## src/rtl/fc_pkg.sv

```systemverilog
// Shared types and constants for the fully connected layer controller.
package fc_pkg;

    localparam int unsigned WORD_SIZE_DEF = 16;
    localparam int unsigned INT_SLICE_DEF = 8;

    typedef enum logic [2:0] {
        IDLE,
        BIAS,
        MAC,
        DRAIN,
        WRITE,
        DONE
    } fc_state_t;

    function automatic int unsigned dec_slice(input int unsigned word_size,
                                              input int unsigned int_slice);
        return word_size - int_slice;
    endfunction

endpackage

```

## src/rtl/fc_fixed_mul.sv

```systemverilog
// Signed fixed-point multiply, result truncated toward zero to one word.
module fc_fixed_mul
    import fc_pkg::*;
#(
    parameter int unsigned WORD_SIZE = WORD_SIZE_DEF,
    parameter int unsigned INT_SLICE = INT_SLICE_DEF
) (
    input  logic [WORD_SIZE-1:0] a,
    input  logic [WORD_SIZE-1:0] b,
    output logic [WORD_SIZE-1:0] y
);

    localparam int unsigned DEC = dec_slice(WORD_SIZE, INT_SLICE);
    localparam int unsigned PW  = 2 * WORD_SIZE;

    logic signed [PW-1:0]        a_ext;
    logic signed [PW-1:0]        b_ext;
    logic signed [PW-1:0]        p;
    logic        [PW-1:0]        mag;
    logic        [WORD_SIZE-1:0] slice;

    // Slicing the magnitude (not P itself) makes negative results round toward zero.
    always_comb begin
        a_ext = PW'($signed(a));
        b_ext = PW'($signed(b));
        p     = a_ext * b_ext;
        mag   = p[PW-1] ? PW'(-p) : PW'(p);
        slice = mag[DEC+WORD_SIZE-1:DEC];
        y     = p[PW-1] ? WORD_SIZE'(-slice) : slice;
    end

endmodule

```

## src/rtl/fc_controller.sv

```systemverilog
// Sequences one MAC unit over a fully connected layer: Z[i] = B[i] + sum_j X[j]*W[i][j].
module fc_controller
    import fc_pkg::*;
#(
    parameter int unsigned WORD_SIZE     = WORD_SIZE_DEF,
    parameter int unsigned INT_SLICE     = INT_SLICE_DEF,
    parameter int unsigned IP_LAYER_SIZE = 128,
    parameter int unsigned OP_LAYER_SIZE = 84,
    localparam int unsigned XW = (IP_LAYER_SIZE > 1) ? $clog2(IP_LAYER_SIZE) : 1,
    localparam int unsigned BW = (OP_LAYER_SIZE > 1) ? $clog2(OP_LAYER_SIZE) : 1,
    localparam int unsigned WW = (OP_LAYER_SIZE * IP_LAYER_SIZE > 1) ?
                                 $clog2(OP_LAYER_SIZE * IP_LAYER_SIZE) : 1
) (
    input  logic                 clk,
    input  logic                 rst,
    input  logic                 start,
    output logic                 busy,
    output logic                 done,
    output logic [XW-1:0]        x_addr,
    input  logic [WORD_SIZE-1:0] x_rdata,
    output logic [WW-1:0]        w_addr,
    input  logic [WORD_SIZE-1:0] w_rdata,
    output logic [BW-1:0]        b_addr,
    input  logic [WORD_SIZE-1:0] b_rdata,
    output logic                 z_we,
    output logic [BW-1:0]        z_addr,
    output logic [WORD_SIZE-1:0] z_wdata
);

    localparam logic [XW-1:0] J_LAST = XW'(IP_LAYER_SIZE - 1);
    localparam logic [BW-1:0] I_LAST = BW'(OP_LAYER_SIZE - 1);
    localparam logic [WW-1:0] ROW    = WW'(IP_LAYER_SIZE);

    fc_state_t            state;
    logic [BW-1:0]        i;
    logic [XW-1:0]        j;
    logic [WORD_SIZE-1:0] acc;
    logic [WORD_SIZE-1:0] prod;
    logic [WORD_SIZE-1:0] acc_sum;

    fc_fixed_mul #(
        .WORD_SIZE(WORD_SIZE),
        .INT_SLICE(INT_SLICE)
    ) u_mul (
        .a(x_rdata),
        .b(w_rdata),
        .y(prod)
    );

    assign acc_sum = acc + prod;

    // Addresses are registered one state ahead so the RAM sees them for the whole cycle;
    // read data then lines up with the following state.
    always_ff @(posedge clk or posedge rst) begin
        if (rst) begin
            state   <= IDLE;
            i       <= '0;
            j       <= '0;
            acc     <= '0;
            busy    <= 1'b0;
            done    <= 1'b0;
            z_we    <= 1'b0;
            x_addr  <= '0;
            w_addr  <= '0;
            b_addr  <= '0;
            z_addr  <= '0;
            z_wdata <= '0;
        end else begin
            done <= 1'b0;
            z_we <= 1'b0;
            unique case (state)
                IDLE: begin
                    if (start) begin
                        state  <= BIAS;
                        i      <= '0;
                        b_addr <= '0;
                        busy   <= 1'b1;
                    end
                end
                BIAS: begin
                    state  <= MAC;
                    j      <= '0;
                    x_addr <= '0;
                    w_addr <= WW'(i) * ROW;
                end
                MAC: begin
                    if (j == '0) begin
                        acc <= b_rdata;
                    end else begin
                        acc <= acc_sum;
                    end
                    if (j == J_LAST) begin
                        state <= DRAIN;
                    end else begin
                        j      <= j + 1'b1;
                        x_addr <= j + 1'b1;
                        w_addr <= w_addr + 1'b1;
                    end
                end
                DRAIN: begin
                    acc     <= acc_sum;
                    state   <= WRITE;
                    z_we    <= 1'b1;
                    z_addr  <= i;
                    z_wdata <= acc_sum;
                end
                WRITE: begin
                    if (i == I_LAST) begin
                        state <= DONE;
                        done  <= 1'b1;
                    end else begin
                        i      <= i + 1'b1;
                        b_addr <= i + 1'b1;
                        state  <= BIAS;
                    end
                end
                DONE: begin
                    state <= IDLE;
                    busy  <= 1'b0;
                end
                default: state <= IDLE;
            endcase
        end
    end

endmodule

```

## config.mk

```make
export PLATFORM = sky130hd
export DESIGN_NAME = fc_controller
export DESIGN_NICKNAME = d
export VERILOG_FILES = /design/src/rtl/fc_pkg.sv /design/src/rtl/fc_fixed_mul.sv /design/src/rtl/fc_controller.sv
export SDC_FILE = /design/constraint.sdc
export NUM_CORES = 1
export LEC_CHECK = 0
export ABC_CLOCK_PERIOD_IN_PS = 2890
export BUFFER_PORTS_ARGS = -buffer_cell sky130_fd_sc_hd__buf_2
export CORE_MARGIN = 5
export CORE_UTILIZATION = 60
export DETAILED_ROUTE_END_ITERATION = 6
export PLACE_DENSITY = 0.79
export SLEW_MARGIN = 10
export SYNTH_ARGS = -nofsm -noshare
export SYNTH_HDL_FRONTEND = slang
export SYNTH_HIERARCHICAL = 1
export SYNTH_SLANG_ARGS = --single-unit
export TNS_END_PERCENT = 100
```

## constraint.sdc

```tcl
create_clock -name clk -period 2.89 [get_ports clk]
set_input_delay 0.1445 -clock clk [delete_from_list [all_inputs] [get_ports clk]]
set_output_delay 0.1445 -clock clk [all_outputs]
set_load 0.02 [all_outputs]
```

==> run_results.csv <==
group,metric,value,unit
critical_path,r2r_end,"acc[8]",
min_path,holdPathEnd,"acc[0]",
floorplan,ioPinCount,105,
floorplan,fp.dieW,165,um
finish,antennaDiodeCount,0,
synthesis,ys_seq_elements,73,
placement,routabilityCongestion,0.938,
route,firstDrtPassIters,6,
placement,hpwl,29.6,mm
clock_tree,cts_buffers,9,
route,wire_per_inst,18.4,um
grt,grt_usage,29.7,%
min_path,whs_path_depth,3,
sta,timing.fmax,127,MHz
synthesis,netlist_top_cells_count,"inv_1, fa_1, nand2_1",
finish,layout-drive-gt1-share,27.7,%
route,num_vias,12500,
synthesis,yosysUniqueCellTypes,74,
clock_tree,clk_latency,0.33,ns
floorplan,die_y,165,um
grt,grt_max_degree,39,
run_status,violations,"negative setup slack",
critical_path,crit_arrival,8.10,ns
synthesis,syn-num-nets,2000,
synthesis,yosysTopAreaCell,"fa_1",
critical_path,required,3.11,ns
clock_tree,clk_path_buf_depth,2,
critical_path,slowest_stage,"fa_2",
route,ant_nets,0,
floorplan,rows,56,
min_path,hp-start,"b_rdata[0]",
sta,fin_skew,0.00723,ns
synthesis,ys_warn_count,6,
job,maxCapViolCount,0,
critical_path,reg2reg_slack,0.43,ns
synthesis,synth-main-ff-cell,"dfrtp_1",
synthesis,synth-edff-count,0,
finish,final_nets,2306,
route,wl_met1,14.8,mm
min_path,hp-class,"in -> reg",
route,vias_per_cell,5.63,
critical_path,r2r-start,"j[6]",
finish,fill_cells,1447,
clock_tree,root_buffer,"clkbuf_16",
critical_path,start_kind,"input pin",
critical_path,crit_start,"w_rdata[3]",
route,met3_length,2.25,mm
synthesis,synth_top_area_share,36.7,%
synthesis,async_reset_ff_share,100,%
clock_tree,cts_max_level,3,
sta,post-route-min-period,7.88,ns
sta,setup_violations,32,
route,wl_met2,21.6,mm
critical_path,end_kind,"register",
route,top_layer_used,"met4",
critical_path,r2r_cells,6,
grt,grt_pass1_vias,13500,
floorplan,die_area,0.0271,mm2
clock_tree,cts.clk_slew.worst_paths,0.06,ns
grt,grt_antenna_before_repair,0,
synthesis,yosysMostFrequentCell,"inv_1",
sta,tightest_slew,0.863,ns
synthesis,synth_area_leaders,"fa_1, dfrtp_1, ha_1, inv_1, nand2_1",
clock_tree,cts_tree,"done",
critical_path,cp_slowest_stage_delay,0.58,ns
route,wirelength,40.7,mm
sta,rsz0062_at_grt,"yes",
sta,holdWs,0.122,ns
floorplan,coreArea,0.0235,mm2
run_status,status,"finished, violations left",
sta,slew-limit-headroom,41.5,%
route,drt_iter0_drc,919,
grt,grt_pass1_wl,64.4,mm
synthesis,avgSynthCellArea,9.07,um2
sta,setup_ws,-4.99,ns
critical_path,path_max_fanout,10,
placement,io_buffers,104,
sta,fin_crit_sh,273,%
route,drc,0,
synthesis,syn-cell-area,0.0144,mm2
synthesis,synthCells,1584,
sta,slew_violations,0,
finish,area_delta_synth_final,27.8,%
critical_path,path_class,"in -> reg",
clock_tree,clkSinkCount,73,
synthesis,ys_seq_area_share,12.7,%
floorplan,start_util,61.0,%
sta,finalHoldViolations,0,
grt,overflow,0,
==> registers in the layout, summed over array words and instances (netlist names) <==
signal   count
acc         16
busy         1
done         1
i            7
j            7
state        3
w_addr      14
z_addr       7
z_wdata     16
z_we         1
==> logic make-up (layout without fill, tap and decap cells) <==
logic type | Yosys count | after routing | share of synthesized area [%]
buffers and inverters | 371 | 682 | 9.87
and+or+nand+nor | 490 | 490 | 17.2
muxes | 18 | 18 | 1.33
xor gates and xnor gates | 72 | 72 | 4.39
DFF | 73 | 73 | 12.7
adders and majority gates | 365 | 365 | 45.5
AOI/OAI and AO/OA | 195 | 195 | 8.98
==> worst max-delay path, delay by kind of cell <==
| kind | cells | cell delay, ns |
|---|---|---|
| fa+ha+maj | 9 | 3.55 |
| compound gates | 8 | 1.68 |
| xor+xnor | 5 | 0.91 |
| simple gates | 6 | 0.70 |
| buf+inv | 6 | 0.63 |
| mux | 2 | 0.48 |
==> routing by layer <==
layer,vias up,global-route usage (%)
li1,5533,-
met1,6228,35.9
met2,534,54.4
met3,170,3.67
met4,0,10.9
met5,-,0
==> cell usage in the layout (no fill, tap or decap), types with 5 or more instances in the layout <==
cell type / netlist / routed
buf_12: 0 / 8
o21ai_1: 1 / 26
nand2b_1: 19 / 19
nor2_2: 3 / 6
xor2_1: 34 / 27
dfrtp_1: 73 / 73
o211ai_1: 5 / 5
fa_1: 263 / 253
o21a_1: 7 / 6
and2_1: 119 / 103
fa_2: 0 / 10
nand2_2: 1 / 10
a21oi_2: 0 / 12
a211o_1: 5 / 5
ha_4: 0 / 18
a21oi_1: 52 / 36
and3_1: 22 / 22
o21ai_0: 63 / 26
ha_1: 102 / 83
mux2i_1: 9 / 9
inv_2: 1 / 14
xnor2_1: 38 / 31
nor2b_1: 5 / 5
a21o_1: 10 / 10
clkbuf_16: 0 / 9
mux2_2: 9 / 5
buf_2: 2 / 76
xor2_2: 0 / 7
xnor2_2: 0 / 5
nor2_1: 47 / 43
buf_6: 1 / 35
inv_1: 321 / 307
buf_4: 4 / 217
nor3_1: 9 / 6
nand4_1: 12 / 12
o21ai_2: 0 / 10
nand3_1: 15 / 15
and2_4: 0 / 16
nand2_1: 212 / 200
==> through the flow <==
stage	TNS (ns)	area [um2]	util (%)	cells	worst slack, ns
after floorplan	-137.48	14700	-	1584	-4.87
after global placement	-149.09	17000	72.1	2167	-5.12
after detailed placement	-155.61	17000	72.1	2167	-5.37
after CTS	-142.13	18000	76.4	2207	-4.73
after global routing	-155.19	18400	78.0	2214	-5.31
final	-145.31	18400	78.0	2214	-4.99
==> final cells by class <==
| cell class | instances | area [um2] | area share (%) |
|---|---|---|---|
| clock inverter | 5 | 78.8 | 0.429 |
| timing repair buffer | 344 | 2690 | 14.7 |
| inverter | 322 | 1210 | 6.60 |
| sequential | 73 | 1830 | 9.95 |
| tap | 319 | 399 | 2.17 |
| multi-input combinational | 1140 | 11900 | 64.9 |
| clock buffer | 11 | 243 | 1.32 |
==> what timing repair did <==
item,CTS,global route
endpoints found under the setup margin,32,32
cloned,2,0
hold buffers,1,0
buffers inserted,23,9
pin swaps,84,49
gates resized for setup,145,64
endpoints found under the hold margin,36,0
==> worst max path at each step <==
stage	to	cells past startpoint
2_1_floorplan	z_wdata[12]	36
3_3_place_gp	z_wdata[15]	36
3_5_place_dp	z_wdata[12]	36
4_1_cts	acc[10]	37
5_1_grt	acc[7]	37
6_report	acc[7]	36
Power is not shown: default switching activity piles up to over one toggle a cycle in this logic, so the estimate is an artifact.
